--- config.mk ---
export PLATFORM = sky130hd
export DESIGN_NAME = bcd_to_binary_seq
export DESIGN_NICKNAME = d
export VERILOG_FILES = /design/src/rtl/bcd_to_binary_seq.sv
export SDC_FILE = /design/constraint.sdc
export NUM_CORES = 1
export LEC_CHECK = 0
export BUFFER_PORTS_ARGS = -buffer_cell sky130_fd_sc_hd__buf_2
export CAP_MARGIN = 20
export CORE_ASPECT_RATIO = 1.4
export CORE_MARGIN = 2
export CORE_UTILIZATION = 40
export CTS_BUF_LIST = sky130_fd_sc_hd__clkbuf_8
export DETAILED_ROUTE_END_ITERATION = 8
export HOLD_SLACK_MARGIN = 0.1
export SLEW_MARGIN = 20
export SYNTH_ARGS = -nofsm -noshare
export SYNTH_HDL_FRONTEND = slang
export SYNTH_SLANG_ARGS = --single-unit
export TNS_END_PERCENT = 50
--- constraint.sdc ---
create_clock -name clk_50MHz -period 3.2 [get_ports clk_50MHz]
set_input_delay 0.8 -clock clk_50MHz [delete_from_list [all_inputs] [get_ports clk_50MHz]]
set_output_delay 0.8 -clock clk_50MHz [all_outputs]
set_load 0.02 [all_outputs]
--- src/rtl/bcd_to_binary_seq.sv ---
// bcd_to_binary_seq: sequential packed-BCD to binary converter.
//
// Uses the reverse double-dabble method. On each conversion cycle the
// combined {bcd_sr, bin_sr} register shifts right by one bit. Any BCD nibble
// that reads 8 or more after the shift then has 3 subtracted from it. After
// BIN_W cycles, bin_sr holds the binary value.
//
// Optional feature, enabled by defining BCD2BIN_ERR_CHECK_EN:
//   Requests that carry a nibble greater than 9 are rejected in IDLE. A
//   rejection raises a done pulse together with the sticky error flag and
//   leaves binary unchanged. Without the macro, no digit check is made and
//   error stays 0.
//
// Back-to-back operation: the edge that completes a conversion also acts as
// a start-sampling point. A start held through completion therefore reloads
// immediately, and conversions repeat every BIN_W cycles with no idle gap.

module bcd_to_binary_seq #(
    parameter int BCD_DIGITS = 3,
    parameter int BIN_W      = 10
) (
    input  logic                    clk_50MHz,
    input  logic                    reset,
    input  logic                    start,
    input  logic [4*BCD_DIGITS-1:0] bcd_in,
    output logic [BIN_W-1:0]        binary,
    output logic                    busy,
    output logic                    done,
    output logic                    error
);

    localparam int BCD_W = 4 * BCD_DIGITS;
    localparam int CNT_W = $clog2(BIN_W + 1);

    function automatic longint pow10(input int n);
        longint p;
        p = 1;
        for (int i = 0; i < n; i++) begin
            p = p * 10;
        end
        return p;
    endfunction

    localparam longint DEC_RANGE = pow10(BCD_DIGITS);
    localparam longint BIN_RANGE = longint'(1) << BIN_W;

    // The result width must be able to hold every representable BCD value.
    generate
        if (BIN_RANGE < DEC_RANGE) begin : g_width_check
            $error("bcd_to_binary_seq: BIN_W too small for BCD_DIGITS");
        end
    endgenerate

    typedef enum logic {
        IDLE = 1'b0,
        CONV = 1'b1
    } state_t;

    state_t            state_q;
    logic [BCD_W-1:0]  bcd_sr_q, bcd_sr_d;
    logic [BIN_W-1:0]  bin_sr_q, bin_sr_d;
    logic [BIN_W-1:0]  binary_q;
    logic [CNT_W-1:0]  count_q;
    logic              busy_q, done_q, error_q;

    logic              last_iter;
    logic              sample_pt;
    logic              digit_bad;
    logic              load;
    logic              reject;

    // One shift-and-correct step of the conversion.
    always_comb begin
        logic [BCD_W-1:0] sh;
        sh       = {1'b0, bcd_sr_q[BCD_W-1:1]};
        bin_sr_d = {bcd_sr_q[0], bin_sr_q[BIN_W-1:1]};
        for (int i = 0; i < BCD_DIGITS; i++) begin
            if (sh[4*i +: 4] >= 4'd8) begin
                sh[4*i +: 4] = sh[4*i +: 4] - 4'd3;
            end
        end
        bcd_sr_d = sh;
    end

`ifdef BCD2BIN_ERR_CHECK_EN
    // Flag any input nibble outside 0..9.
    always_comb begin
        digit_bad = 1'b0;
        for (int i = 0; i < BCD_DIGITS; i++) begin
            if (bcd_in[4*i +: 4] > 4'd9) begin
                digit_bad = 1'b1;
            end
        end
    end
`else
    assign digit_bad = 1'b0;
`endif

    assign last_iter = (state_q == CONV) && (count_q == CNT_W'(BIN_W - 1));
    assign sample_pt = (state_q == IDLE) || last_iter;
    assign load      = sample_pt && start && !digit_bad;
    // A bad request arriving on a completion edge is not rejected there,
    // because its done pulse would merge with the finishing one. It is
    // picked up from IDLE on the following edge instead.
    assign reject    = (state_q == IDLE) && start && digit_bad;

    // Control FSM and datapath registers. Later assignments take precedence,
    // so a reload on the completion edge overrides the return to IDLE.
    always_ff @(posedge clk_50MHz or negedge reset) begin
        if (!reset) begin
            state_q  <= IDLE;
            bcd_sr_q <= '0;
            bin_sr_q <= '0;
            binary_q <= '0;
            count_q  <= '0;
            busy_q   <= 1'b0;
            done_q   <= 1'b0;
            error_q  <= 1'b0;
        end else begin
            done_q <= 1'b0;
            if (state_q == CONV) begin
                bcd_sr_q <= bcd_sr_d;
                bin_sr_q <= bin_sr_d;
                count_q  <= count_q + CNT_W'(1);
                if (last_iter) begin
                    binary_q <= bin_sr_d;
                    done_q   <= 1'b1;
                    busy_q   <= 1'b0;
                    state_q  <= IDLE;
                end
            end
            if (reject) begin
                error_q <= 1'b1;
                done_q  <= 1'b1;
            end else if (load) begin
                bcd_sr_q <= bcd_in;
                bin_sr_q <= '0;
                count_q  <= '0;
                error_q  <= 1'b0;
                busy_q   <= 1'b1;
                state_q  <= CONV;
            end
        end
    end

    assign binary = binary_q;
    assign busy   = busy_q;
    assign done   = done_q;
    assign error  = error_q;

endmodule

==> reports/results.ini <==
[run_status]
status = finished clean

[global_route]
grt_remaining_overflow = 0
grt_first_pass_wirelength_um = 5950
grt_use_total_pct = 15.2
grt_max_degree = 39
first_global_vias = 1259
antenna_found_initial = 0

[synth]
syn_inst = 161
synth_area_leaders = dfrtp_1, mux2_4, a221o_1
synth_top_area_share_pct = 51.7
synth_nets = 182
ys_seq_area_share_pct = 51.7
synth_area_um2 = 1840
ys_types = 36
synth_top_cell_by_area = dfrtp_1
synth-warning-count = 0
ys_ff_latch = 38
avgSynthCellArea_um2 = 11.4

[final_layout]
nNetsFinal = 206
instances_no_fill = 248
fin_area_um2 = 2110
num_antenna_cells = 0
syn2layout_area_growth_pct = 14.8
register_area_um2 = 951
multiInputGateArea_um2 = 766
postLayoutCoreUtil_pct = 47.3
drive_above_1_share_pct = 26.9
fill_cells = 412

[sta]
tns_ns = 0
rsz0062_at_grt = no
timing.final.ws_setup_ns = 1.44
post-route-period-util_pct = 55.1
hold_ws_ns = 0.481
slew_headroom_pct = 43.5
finalHoldViolCount = 0
worst_slew_pin_slew_ns = 0.848
slew_viol_final = 0
fmax_mhz = 567
min_period_ns = 1.76
setup_viol = 0
clock_skew_ns = 0.00280

[worst_setup_path]
crit_path_end_kind = flip-flop
critPathSlowestCell = a21oi_2
cp.required_ns = 3.37
ff2ff_setup_slack_ns = 1.44
path_cells = inv_1 > ha_1 > nand3b_1 > a21oi_2 > buf_4 > a21oi_1
cp.arrival_ns = 1.94
slowest_delay_ns = 0.48
worstSetupStartpointType = flip-flop
crit-reg2reg-capture = count_q[3]$_DFFE_PN0P_
rr_worst_depth = 6
timing.rr.start = count_q[1]$_DFFE_PN0P_
cp_max_fo = 14
path_class = reg -> reg

[cts]
htree_levels = 2
cts_tree = yes
worstSkewPairLatency_ns = 0.29
clk_path_buf_depth = 2
cts_hold_buf = 0
root_buffer = clkbuf_8
post_cts_buffers = 0
post_cts_resized = 0
clk_pin_slew_ns = 0.07
cts_buffers = 5
cts_num_sinks = 38

[drt]
routed_wl_um = 3520
ant_nets = 0
wire_per_inst_um = 14.2
dr.first_iter.drc_count = 42
first_pass_iters = 4
drcViolationCount = 0
viasPerCell = 5.01
via_count = 1243

[power_and_ir_drop]
peakVddDrop_mv = 0.345
netSwitchingPower_uw = 669
power.total_mw = 2.00
clkPwrFrac_pct = 25.3
p_int_mw = 1.33
p_leak_nw = 1.04
powerDensity_nw_per_um2 = 947
pwr-share-comb_pct = 33.3
seq_power_share_pct = 41.5
swShare_pct = 33.5

[worst_hold_path]
min_from = busy$_DFFE_PN0P_
holdPathStages = 1
hp-class = reg -> reg
holdPathEnd = busy$_DFFE_PN0P_

[run]
drv_cap = 0

[die]
die_area_um2 = 5170
io-pin-count = 28
initial_core_util_pct = 41.2
fp.dieH_um = 84.3
core_area_um2 = 4460
fp-row-count = 29
die_w_um = 61.3

[place]
pre_cts_ws_ns = 1.19
gp_congestion = 0.835
numPortBuffers = 26
place_area_um2 = 1970
dpl.hpwl_um = 2470
place_inst = 240

## state kept, by name, summed over array words and instances, names as in the netlist
| name | flops |
|---|---|
| bcd_sr_q | 12 |
| binary | 10 |
| bin_sr_q | 9 |
| count_q | 4 |
| busy | 1 |
| done | 1 |
| state_q | 1 |
## layout make-up
cell class / instances / share of cell area (%)
Sequential cell: 38 / 45.0
Tap cell: 62 / 3.67
Clock buffer: 6 / 3.91
Clock inverter: 2 / 2.84
Timing Repair Buffer: 28 / 6.87
Inverter: 8 / 1.42
Multi-Input combinational cell: 104 / 36.3
## power groups by stage
| stage | clock, mW | sequential, mW | combinational [mW] |
|---|---|---|---|
| floorplan | 0 | 0.879 | 0.460 |
| global placement | 0 | 0.832 | 0.649 |
| detailed placement | 0 | 0.841 | 0.673 |
| CTS | 0.518 | 0.832 | 0.678 |
| global route | 0.533 | 0.861 | 0.741 |
| finish | 0.505 | 0.829 | 0.665 |
## critical path: cells and delay by family (launching register included)
| family | cells | cell delay (ns) |
|---|---|---|
| AOI/OAI and AO/OA | 2 | 0.55 |
| DFF | 1 | 0.41 |
| buffers and inverters | 2 | 0.37 |
| and+or+nand+nor | 1 | 0.16 |
| adders and majority gates | 1 | 0.15 |
## Yosys cell counts, drive strengths merged
| cell | number |
|---|---|
| o211ai | 1 |
| o21ai | 3 |
| ha | 6 |
| a211oi | 3 |
| and3b | 1 |
| inv | 8 |
| a31oi | 1 |
| mux2i | 2 |
| mux2 | 10 |
| buf | 11 |
| xor2 | 3 |
| a21o | 1 |
| a22o | 1 |
| and2 | 4 |
| a21oi | 15 |
| or2 | 1 |
| o31ai | 3 |
| conb | 1 |
| dfrtp | 38 |
| a221o | 8 |
| or3 | 1 |
| a22oi | 2 |
| nor2b | 2 |
| nand3b | 1 |
| nand2b | 2 |
| nor3 | 2 |
| xnor2 | 3 |
| nand2 | 19 |
| nor2 | 7 |
| nand3 | 1 |
## routing by layer
layer  part of all wire [%]  vias to the layer above  track usage, %
met3                    4.0                        9            3.08
met1                     43                      602            20.6
met2                     51                       32            23.5
met4                    1.9                        0            6.19
met5                      0                        -               0
li1                       -                      600               -
## worst max path at each step
| stage | end | depth (start not counted) | slack (ns) | startpoint |
|---|---|---|---|---|
| global route | count_q[2]$_DFFE_PN0P_ | 6 | 1.29 | count_q[1]$_DFFE_PN0P_ |
| CTS | count_q[3]$_DFFE_PN0P_ | 6 | 1.42 | count_q[1]$_DFFE_PN0P_ |
| finish | count_q[3]$_DFFE_PN0P_ | 6 | 1.44 | count_q[1]$_DFFE_PN0P_ |
| global placement | bcd_sr_q[3]$_DFFE_PN0P_ | 4 | 1.24 | start |
| floorplan | bcd_sr_q[10]$_DFFE_PN0P_ | 5 | 1.49 | start |
| detailed placement | count_q[1]$_DFFE_PN0P_ | 5 | 1.19 | start |
## placed cells by master, fill, tap and decap left out, types with 3 or more instances in the layout
master	n
a21oi_1	13
a221o_1	8
and2_1	4
buf_2	26
clkbuf_8	6
dfrtp_1	38
ha_1	6
inv_1	8
mux2_4	8
nand2_1	18
nor2_1	7
o21ai_0	3
o31ai_1	3
xnor2_1	3
xor2_1	3
## logic make-up after synthesis
| family | after synthesis | synth area share [%] |
|---|---|---|
| compound gates | 38 | 14.8 |
| xor+xnor | 6 | 2.86 |
| fa+ha+maj | 6 | 4.08 |
| buf+inv | 19 | 6.73 |
| flops | 38 | 51.7 |
| mux | 12 | 8.84 |
| other cells | 1 | 0.204 |
| simple gates | 41 | 10.8 |
Power figures use the tool's default switching activity.
